### config.mk
export PLATFORM = sky130hd
export DESIGN_NAME = mem_wb_stage
export DESIGN_NICKNAME = d
export VERILOG_FILES = /design/src/rtl/mem_wb_stage.sv
export SDC_FILE = /design/constraint.sdc
export NUM_CORES = 1
export LEC_CHECK = 0
export BUFFER_PORTS_ARGS = -buffer_cell sky130_fd_sc_hd__buf_2
export CORE_ASPECT_RATIO = 1.5
export CORE_UTILIZATION = 53
export CTS_CLUSTER_DIAMETER = 200
export DETAILED_ROUTE_END_ITERATION = 10
export PLACE_DENSITY_LB_ADDON = 0.05
export SKIP_CTS_REPAIR_TIMING = 1
export SYNTH_ARGS = -nofsm -noshare
export SYNTH_HDL_FRONTEND = slang
export SYNTH_SLANG_ARGS = --single-unit
### constraint.sdc
create_clock -name clk -period 2.06 [get_ports clk]
set_input_delay 0.206 -clock clk [delete_from_list [all_inputs] [get_ports clk]]
set_output_delay 0.206 -clock clk [all_outputs]
set_load 0.1 [all_outputs]
### src/rtl/mem_wb_stage.sv
// mem_wb_stage: MEM->WB pipeline register with a one-entry skid buffer.
//
// Holds a main entry (drives the WB outputs) and a skid entry that absorbs
// one upstream transfer while WB is stalled, so in_ready can be registered.
// Also exposes a forwarding view of the main entry and a saturating count
// of WB stall cycles.
//
// Ports:
//   clk, reset                  clock, synchronous active-high reset
//   flush                       kill both held entries (wins over accept/pop)
//   in_valid / in_ready         upstream handshake (in_ready registered)
//   in_regwrite, in_memtoreg,
//   in_rd, in_addr, in_rdata    MEM-stage entry fields
//   out_valid / out_ready       WB handshake
//   out_regwrite .. out_rdata   held main entry fields (registered)
//   fwd_valid, fwd_rd, fwd_data combinational forwarding view of main entry
//   stall_cnt                   saturating count of out_valid & !out_ready
module mem_wb_stage #(
    parameter int unsigned DATA_W = 32,
    parameter int unsigned RD_W   = 5,
    parameter int unsigned CNT_W  = 16
) (
    input  logic              clk,
    input  logic              reset,
    input  logic              flush,
    input  logic              in_valid,
    output logic              in_ready,
    input  logic              in_regwrite,
    input  logic              in_memtoreg,
    input  logic [RD_W-1:0]   in_rd,
    input  logic [DATA_W-1:0] in_addr,
    input  logic [DATA_W-1:0] in_rdata,
    output logic              out_valid,
    input  logic              out_ready,
    output logic              out_regwrite,
    output logic              out_memtoreg,
    output logic [RD_W-1:0]   out_rd,
    output logic [DATA_W-1:0] out_addr,
    output logic [DATA_W-1:0] out_rdata,
    output logic              fwd_valid,
    output logic [RD_W-1:0]   fwd_rd,
    output logic [DATA_W-1:0] fwd_data,
    output logic [CNT_W-1:0]  stall_cnt
);

    typedef enum logic [1:0] {
        EMPTY = 2'd0,
        ONE   = 2'd1,
        FULL  = 2'd2
    } state_t;

    state_t state;
    state_t next_state;

    logic              skid_regwrite;
    logic              skid_memtoreg;
    logic [RD_W-1:0]   skid_rd;
    logic [DATA_W-1:0] skid_addr;
    logic [DATA_W-1:0] skid_rdata;

    logic accept;
    logic pop;
    logic in_regwrite_masked;
    logic load_main_in;
    logic load_main_skid;
    logic load_skid;

    assign accept = in_valid & in_ready & ~flush;
    assign pop    = out_valid & out_ready;

    // x0 is hardwired zero, so an entry targeting it never writes or forwards.
    assign in_regwrite_masked = in_regwrite & (in_rd != '0);

    // State register.
    always_ff @(posedge clk) begin
        if (reset) begin
            state <= EMPTY;
        end else begin
            state <= next_state;
        end
    end

    // Next-state logic; flush overrides any transfer.
    always_comb begin
        next_state = state;
        if (flush) begin
            next_state = EMPTY;
        end else begin
            unique case (state)
                EMPTY: if (accept) next_state = ONE;
                ONE: begin
                    if (accept && !pop)      next_state = FULL;
                    else if (pop && !accept) next_state = EMPTY;
                end
                FULL:    if (pop) next_state = ONE;
                default: next_state = EMPTY;
            endcase
        end
    end

    // Datapath load controls decoded from state and handshakes.
    always_comb begin
        load_main_in   = 1'b0;
        load_main_skid = 1'b0;
        load_skid      = 1'b0;
        if (!flush) begin
            unique case (state)
                EMPTY: load_main_in = accept;
                ONE: begin
                    load_main_in = accept & pop;
                    load_skid    = accept & ~pop;
                end
                FULL:    load_main_skid = pop;
                default: ;
            endcase
        end
    end

    // Registered handshake outputs follow the next state.
    always_ff @(posedge clk) begin
        if (reset) begin
            out_valid <= 1'b0;
            in_ready  <= 1'b1;
        end else begin
            out_valid <= (next_state != EMPTY);
            in_ready  <= (next_state != FULL);
        end
    end

    // Main entry: reloaded from input or promoted from skid; otherwise held.
    always_ff @(posedge clk) begin
        if (reset) begin
            out_regwrite <= 1'b0;
            out_memtoreg <= 1'b0;
            out_rd       <= '0;
            out_addr     <= '0;
            out_rdata    <= '0;
        end else if (load_main_in) begin
            out_regwrite <= in_regwrite_masked;
            out_memtoreg <= in_memtoreg;
            out_rd       <= in_rd;
            out_addr     <= in_addr;
            out_rdata    <= in_rdata;
        end else if (load_main_skid) begin
            out_regwrite <= skid_regwrite;
            out_memtoreg <= skid_memtoreg;
            out_rd       <= skid_rd;
            out_addr     <= skid_addr;
            out_rdata    <= skid_rdata;
        end
    end

    // Skid entry: captures the input only when main is stalled.
    always_ff @(posedge clk) begin
        if (reset) begin
            skid_regwrite <= 1'b0;
            skid_memtoreg <= 1'b0;
            skid_rd       <= '0;
            skid_addr     <= '0;
            skid_rdata    <= '0;
        end else if (load_skid) begin
            skid_regwrite <= in_regwrite_masked;
            skid_memtoreg <= in_memtoreg;
            skid_rd       <= in_rd;
            skid_addr     <= in_addr;
            skid_rdata    <= in_rdata;
        end
    end

    // Saturating stall counter; flush does not touch it.
    always_ff @(posedge clk) begin
        if (reset) begin
            stall_cnt <= '0;
        end else if (out_valid && !out_ready && (stall_cnt != '1)) begin
            stall_cnt <= stall_cnt + CNT_W'(1);
        end
    end

    // Forwarding view of the main entry.
    assign fwd_valid = out_valid & out_regwrite;
    assign fwd_rd    = out_rd;
    assign fwd_data  = out_memtoreg ? out_rdata : out_addr;

endmodule

=== Yosys cells after proc, flatten, opt, wreduce, memory -nomap -nowiden ===
Index checks and enable logic that the tools add are counted.

* Register bits: 162
* Input bits: 76
* Output and inout port bits: 127
* Logic and storage cells: 62

* $add $sub $neg: 1
* Eq/ne operators: 4
* Muxes and demuxes: 23
* Bitwise operators: 9
* Reduce and logical (&&, ||, !) cells: 11

{| class="wikitable"
|+ Operators with widths
! cell !! number
|-
| 2-to-1 mux 32 bit || 5
|-
| adder 16 x 1 -> 16 bit (second input constant) || 1
|-
| != test 16 bit (second input constant) || 1
|-
| 2-to-1 mux 2 bit || 5
|-
| 2-to-1 mux 5 bit || 2
|-
| 2-to-1 mux 1 bit || 9
|-
| bitwise AND 1 bit || 7
|-
| case mux 2 bit (3 select lines) || 1
|-
| nonzero test 5 bit || 1
|-
| logical AND 1 bit || 4
|-
| nonzero test 2 bit || 2
|-
| zero test 1 bit || 3
|-
| == test 2 x 1 -> 1 bit (second input constant) || 1
|-
| == test 2 bit (second input constant) || 1
|-
| zero test 2 bit || 1
|-
| != test 2 bit (second input constant) || 1
|-
| inverter 1 bit || 2
|-
| case mux 1 bit (2 select lines) || 1
|}

=== Depth between registers and ports, before layout ===
Gate-level depths: netlist of run 1.

* Word-level depth: 9
* Mapped depth: 6
* Gate-level depth less buffers: 5

=== Worst setup path after synthesis of run 1 ===
Ideal clock, no wire load.

* Kind: flip-flop to flip-flop
* Start point: register stall_cnt[0]
* End point: register stall_cnt[14]
* Setup time: 0.070 ns
* Arrival time: 2.309 ns
* Required time: 1.990 ns
* Path slack: -0.319 ns
* Stages on the path, launching flop included: 6
* Buffers on the path: 0
* Path through: dfxtp_1 ha_1 and4_1 o21ai_0 or4_1 a21oi_1

* Word-level cells in the longest chain between the ends: 2
* Elaborated cells between the ends (all ways): 3
* Those cells by class: add/sub (1); eq/ne (1); reduce/logical (1)

{| class="wikitable"
|+ Ends and longest elaborated chain
! item !! RTL line !! source
|-
| start, declared || 43 || <nowiki>output logic [CNT_W-1:0] stall_cnt</nowiki>
|-
| start signal, assigned || 175 || <nowiki>stall_cnt <= stall_cnt + CNT_W'(1);</nowiki>
|-
| branches (longest 2 deep; another with adder 16 x 1 -> 16 bit) || n/a ||
|}

Several ways; the timed one is not identified.
A chain may end at the register's enable or synchronous reset.

=== Worst setup path after layout of run 1 ===
* Start point: register state[1]
* End point: register out_addr[12]

* Word-level cells in the longest chain between the ends: 4
* Elaborated cells between the ends (all ways): 9
* Those cells by class: eq/ne (2); mux (5); reduce/logical (2)

{| class="wikitable"
|+ Ends and longest elaborated chain
! item !! RTL line !! source
|-
| start, declared || 52 || <nowiki>state_t state;</nowiki>
|-
| start signal, assigned || 79 || <nowiki>state <= next_state;</nowiki>
|-
| == test 2 x 1 -> 1 bit, or another cell as far along || 107 || <nowiki>unique case (state)</nowiki>
|-
| case mux 1 bit (2 select lines) or 2-to-1 mux 1 bit (tied branches) || 107 ||
|-
| 2-to-1 mux 1 bit || 106 || <nowiki>if (!flush) begin</nowiki>
|-
| 2-to-1 mux 32 bit or nonzero test 2 bit (tied branches) || n/a ||
|-
| end signal, assigned || 142 || <nowiki>out_addr <= in_addr;</nowiki>
|-
| end signal, assigned || 148 || <nowiki>out_addr <= skid_addr;</nowiki>
|-
| end, declared || 38 || <nowiki>output logic [DATA_W-1:0] out_addr,</nowiki>
|}

Several ways; a longest one is shown, not always the timed one.

==> reports/metrics.yaml, run 1 <==
status:
  status: "finished, violations left"
  violations: "DRC"
power:
  power_switching_mw: 2.94
  power_per_cell_area_mw_per_mm2: 901
  p_sw_share_pct: 34.0
  p_leak_nw: 3.62
  p_int_mw: 5.71
  seqPwrFrac_pct: 38.6
  irDropWorstVdd_v: 0.000597
  comb_power_share_pct: 24.8
  pwr-share-clk_pct: 36.6
layout:
  n_fill_cell: 1076
  regArea_mm2: 0.00327
  final_common_cell: "buf_2"
  nets: 1040
  final_core_util_pct: 71.0
  multi_input_area_mm2: 0.00377
  layout_common_cells: "buf_2 (169), nand2_1 (149), dfxtp_1 (144)"
  drive_above_1_share_pct: 39.3
  syn_to_final_growth_pct: 30.1
  finalNonFillerCells: 1141
placement:
  io_buffers: 202
  dp_cells: 1106
  dp_hpwl_um: 12800
  routabilityCongestion: 0.784
floorplanning:
  die_x_um: 98.4
  dieArea_mm2: 0.0144
  rows: 52
  core_area_mm2: 0.0135
  start_util_pct: 54.5
  io_pins: 203
  die_h_um: 147
cts:
  cts_root_buffer: "clkbuf_16"
  htree_levels: 4
  ctsLongestPathBuffers: 2
  cts_sinks: 162
  clk_latency_ns: 0.42
  cts_tree: "done"
  path_clk_slew_ns: 0.07
  cts_made_buffers: 17
timing:
  max_freq_mhz: 545
  hold_viol_final: 0
  setup_tns_ns: 0
  finalSetupViolations: 0
  finalClockSkew_ns: 0.0135
  timing.slew.headroom_pct: 63.5
  report.final.slew_viol_count: 0
  post-route-min-period_ns: 1.84
  worst_slew_pin_slew_ns: 0.548
  grt_setup_unrepaired: "no"
  final.period_utilization_pct: 89.1
yosys:
  synth.ff_latch_count: 162
  ys_types: 46
  syn_inst: 789
  yosysTopAreaCell: "dfxtp_1"
  synth_top_area_share_pct: 43.9
  synthFlopType: "dfxtp_1"
  ys_seq_area_share_pct: 43.9
  ys_async_sr_fraction_pct: 0
  syn_area_mm2: 0.00738
  yosysWarnings: 0
  yosys-top-cells-area: "dfxtp_1 (44%), a211oi_2 (12%), mux2i_1 (9.6%)"
  syn-num-nets: 866
  synth-edff-count: 0
  syn_avg_cell_area_um2: 9.35
global_routing:
  grt-ovfl-total: 0
  grt_first_pass_wirelength_um: 30500
  gr-usage-all-layers_pct: 26.4
  grt_pass1_vias: 6429
  grt_start_max_net_pins: 57
  antenna_found_initial: 3
drt:
  totalWireLength_um: 18600
  drtIter0Drc: 222
  drc: 13
  viasPerCell: 5.62
  postRouteAntennaNets: 0
  wl_per_cell_um: 16.3
  via_count: 6416
  wl_met1_um: 7250
  drt-pass1-iter-count: 8
  top_layer_used: "met4"
  wl_met2_um: 10200
  route.met3.wl_um: 906
critical_path:
  critical_path_class: "flip-flop to flip-flop"
  arrival_ns: 2.13
  r2r.worst_path.cells: 5
  crit_end: "out_addr[12]$_SDFFE_PP0P_"
  crit_slowest_cell: "dfxtp_1"
  max_stage_delay_ns: 0.46
  required_ns: 2.35
  worstPathCellList: "nand2b_1, nor3_2, buf_4, mux2i_1, a211oi_2"
  endpoint_kind: "flip-flop"
  reg2reg_to: "out_addr[12]$_SDFFE_PP0P_"
  cp-start-kind: "flip-flop"
  crit_start: "state[1]$_SDFF_PP0_"
  crit_fanout: 24
  reg2reg_slack_ns: 0.22
  r2r_start: "state[1]$_SDFF_PP0_"
run:
  cap_violations: 0
worst_hold_path:
  hp-class: "input port to flip-flop"
  hold_depth: 3
## routing by layer
layer / vias up / global-route usage, %
li1: 3119 / -
met1: 3083 / 28.6
met2: 191 / 49.0
met3: 23 / 6.03
met4: 0 / 10.8
met5: - / 0
## worst min-delay path by stage
| stage | startpoint | end | slack [ns] |
|---|---|---|---|
| after floorplan | flush | out_valid$_SDFF_PP0_ | 0.28 |
| final | in_rdata[4] | skid_rdata[4]$_SDFFE_PP0P_ | 0.03 |
| after global routing | in_rdata[12] | skid_rdata[12]$_SDFFE_PP0P_ | 0.02 |
| after global placement | skid_rdata[9]$_SDFFE_PP0P_ | skid_rdata[9]$_SDFFE_PP0P_ | 0.44 |
| after detailed placement | skid_addr[19]$_SDFFE_PP0P_ | skid_addr[19]$_SDFFE_PP0P_ | 0.45 |
| after CTS | in_rdata[4] | skid_rdata[4]$_SDFFE_PP0P_ | 0.02 |
## synthesized netlist by cell type, drive strengths merged, types with 6 or more instances
master / count
a211oi: 73
a21oi: 85
buf: 39
clkbuf: 29
dfxtp: 162
mux2: 33
mux2i: 71
nand2: 150
nand3: 8
nand4: 6
nor2: 72
nor3: 6
o21ai: 11
or3: 9
## per-stage QoR
stage                     area (µm²)  hold slack [ns]  worst slack [ns]  total power, mW
after detailed placement        9000            0.447             0.263             5.56
final                           9600           0.0293             0.224             8.65
after global placement          9000            0.441             0.365             5.52
after global routing            9600           0.0191            0.0869             8.94
after CTS                       9590           0.0177             0.228             8.71
after floorplan                 7400            0.277           0.00444             4.99
## power groups by stage
stage	sequential, mW	clock [mW]	combinational [mW]
4_1_cts	3.34	3.22	2.15
2_1_floorplan	4.10	0	0.890
3_3_place_gp	3.40	0	2.12
3_5_place_dp	3.41	0	2.15
5_1_grt	3.35	3.37	2.21
6_report	3.34	3.17	2.15
## critical path, delay by kind of cell, from the launching register on
family / cells / cell delay (ns)
buffers and inverters: 1 / 0.44
multiplexers: 1 / 0.30
flip-flops: 1 / 0.46
AND/OR/NAND/NOR: 2 / 0.39
AO/OA/AOI/OAI: 1 / 0.10
## registers in the layout, indices dropped and copies added (netlist names)
| name | flops |
|---|---|
| out_addr | 32 |
| skid_rd | 5 |
| out_memtoreg | 1 |
| skid_regwrite | 1 |
| in_ready | 1 |
| fwd_rd | 5 |
| skid_addr | 32 |
| out_rdata | 32 |
| stall_cnt | 16 |
| state | 2 |
| skid_rdata | 32 |
| skid_memtoreg | 1 |
| out_valid | 1 |
| out_regwrite | 1 |
## layout make-up
cell class / count / area share (%)
Clock buffer: 20 / 4.55
Tap cell: 162 / 2.11
Multi-Input combinational cell: 558 / 39.3
Sequential cell: 162 / 34.0
Inverter: 1 / 0.0391
Clock inverter: 12 / 1.64
Timing Repair Buffer: 223 / 18.3
Antenna cell: 3 / 0.0782
## kinds of logic after synthesis
group                    after synthesis  share of synthesized area (%)
buffers and inverters                 69                           5.36
AND/OR/NAND/NOR                      273                           16.1
multiplexers                         104                           14.7
AO/OA/AOI/OAI                        180                           19.8
flip-flops                           162                           43.9
adder cells (fa/ha/maj)                1                          0.169
Power figures use the tool's default switching activity.
==> run 2, diff against run 1 <==
Settings changed: PLACE_DENSITY_LB_ADDON 0.05 to 0.2.
==> reports/metrics.yaml, run 2 (synthesis gave the netlist of run 1 again) <==
critical_path:
  required_ns: 1.85  # was 2.35 ns
  arrival_ns: 1.73  # was 2.13 ns
  crit_fanout: 26  # was 24
  critical_path_class: "flip-flop to output pin"  # was flip-flop to flip-flop
  endpoint_kind: "output pin"  # was flip-flop
  cp-start-kind: "flip-flop"  # unchanged
timing:
  timing.slew.headroom_pct: 65.0  # was 63.5%
  report.final.slew_viol_count: 0  # unchanged
  setup_tns_ns: 0  # unchanged
  finalSetupViolations: 0  # unchanged
  post-route-min-period_ns: 1.94  # was 1.84 ns
  hold_viol_final: 0  # unchanged
  final.period_utilization_pct: 94.1  # was 89.1%
  max_freq_mhz: 516  # was 545 MHz
  grt_setup_unrepaired: "no"  # unchanged
  finalClockSkew_ns: 0.00821  # was 0.0135 ns
  worst_slew_pin_slew_ns: 0.523  # was 0.548 ns
layout:
  design_area_mm2: 0.00955  # was 0.00960 mm²
  syn_to_final_growth_pct: 29.3  # was 30.1%
  nets: 1035  # was 1,040
  layout_common_cells: "buf_2 (169), nand2_1 (149), dfxtp_1 (144)"  # unchanged
  drive_above_1_share_pct: 39.2  # was 39.3%
  final_core_util_pct: 70.5  # was 71.0%
  n_fill_cell: 1047  # was 1,076
  final_common_cell: "buf_2"  # unchanged
  finalNonFillerCells: 1134  # was 1,141
global_routing:
  grt_pass1_vias: 6078  # was 6,429
  grt-ovfl-total: 0  # unchanged
  gr-usage-all-layers_pct: 25.1  # was 26.4%
  antenna_found_initial: 1  # was 3
  grt_first_pass_wirelength_um: 29100  # was 30,500 µm
  grt_start_max_net_pins: 72  # was 57
drt:
  wl_per_cell_um: 15.8  # was 16.3 µm
  via_count: 6314  # was 6,416
  totalWireLength_um: 17900  # was 18,600 µm
  drt-pass1-iter-count: 10  # was 8
  viasPerCell: 5.57  # was 5.62
  postRouteAntennaNets: 0  # unchanged
  drc: 12  # was 13
  drtIter0Drc: 256  # was 222
placement:
  place_area_mm2: 0.00897  # was 0.00900 mm²
  io_buffers: 202  # unchanged
  dp_hpwl_um: 12200  # was 12,800 µm
  routabilityCongestion: 0.779  # was 0.784
  dp_cells: 1101  # was 1,106
power:
  p_sw_share_pct: 35.0  # was 34.0%
  seqPwrFrac_pct: 39.4  # was 38.6%
  pwr-share-clk_pct: 35.5  # was 36.6%
  power_per_cell_area_mw_per_mm2: 888  # was 901 mW/mm²
  power_switching_mw: 2.97  # was 2.94 mW
  comb_power_share_pct: 25.1  # was 24.8%
  irDropWorstVdd_v: 0.000544  # was 0.000597 V
  p_int_mw: 5.51  # was 5.71 mW
  p_leak_nw: 3.58  # was 3.62 nW
cts:
  clk_latency_ns: 0.42  # about the same
  ctsLongestPathBuffers: 2  # unchanged
  cts_made_buffers: 17  # unchanged
  path_clk_slew_ns: 0.06  # was 0.07 ns
  cts_tree: "done"  # unchanged
  htree_levels: 4  # unchanged
  cts_sinks: 162  # unchanged
  cts_root_buffer: "clkbuf_16"  # unchanged
worst_hold_path:
  hp-class: "input port to flip-flop"  # unchanged
floorplanning:
  core_area_mm2: 0.0135  # unchanged
  die_x_um: 98.4  # unchanged
  rows: 52  # unchanged
  io_pins: 203  # unchanged
  die_h_um: 147  # unchanged
  start_util_pct: 54.5  # unchanged
  dieArea_mm2: 0.0144  # unchanged
run:
  cap_violations: 0  # unchanged
status:
  violations: "DRC"  # unchanged
  status: "finished, violations left"  # unchanged
run 2: cell types whose count changed in the layout (fill, tap and decap cells not counted), sizes merged:
cell / previous run / this run
clkinvlp: 3 / 6
diode: 3 / 1
clkbuf: 20 / 19
buf: 223 / 218
inv: 3 / 5
clkinv: 4 / 2
bufinv: 3 / 1
run 2: metrics by stage:
step | hold slack, ns | total power [mW] | worst slack (ns)
floorplan | 0.277 | 4.99 | 0.00444
global placement | 0.442 | 5.52 | 0.361
detailed placement | 0.447 | 5.54 | 0.312
CTS | 0.00885 | 8.54 | 0.0954
global route | 0.0176 | 8.76 | 0.0662
finish | 0.0277 | 8.47 | 0.121
run 2: critical path, cell delays in order (launching register included):
cell     delay [ns]
dfxtp_2        0.49
buf_12         0.25
mux2_2         0.39
buf_12         0.17
run 2: routing by layer:
| layer | track usage [%] | share of wire [%] |
|---|---|---|
| met5 | 0 | 0 |
| met3 | 5.51 | 5.0 |
| met4 | 11.6 | 2.6 |
| met2 | 45.5 | 53 |
| met1 | 27.7 | 39 |
run 2: worst paths after layout:
path                            cells past startpoint  slack [ns]                  startpoint                         end
worst min-delay path                                2        0.03                       flush         state[0]$_SDFF_PP0_
worst max register to register                      5        0.30        out_valid$_SDFF_PP0_   out_addr[16]$_SDFFE_PP0P_
worst min register to register                      2        0.45  skid_addr[10]$_SDFFE_PP0P_  skid_addr[10]$_SDFFE_PP0P_
worst max-delay path                                3        0.12   out_memtoreg$_SDFFE_PP0P_                fwd_data[30]
run 2: power by group through the flow:
stage | sequential (mW) | clock, mW | combinational (mW)
finish | 3.34 | 3.01 | 2.13
global route | 3.35 | 3.22 | 2.19
global placement | 3.41 | 0 | 2.11
detailed placement | 3.41 | 0 | 2.13
CTS | 3.34 | 3.06 | 2.13
floorplan | 4.10 | 0 | 0.890
run 2: cell type report:
| cell class | instances | area (µm²) | share of cell area, % |
|---|---|---|---|
| multi-input cells | 558 | 3770 | 39.5 |
| clock buffers | 19 | 443 | 4.64 |
| inverters | 1 | 3.75 | 0.0393 |
| clock inverters | 13 | 126 | 1.32 |
| well taps | 162 | 203 | 2.12 |
| diodes | 1 | 2.50 | 0.0262 |
| flip-flops and latches | 162 | 3270 | 34.2 |
| repair buffers | 218 | 1730 | 18.1 |
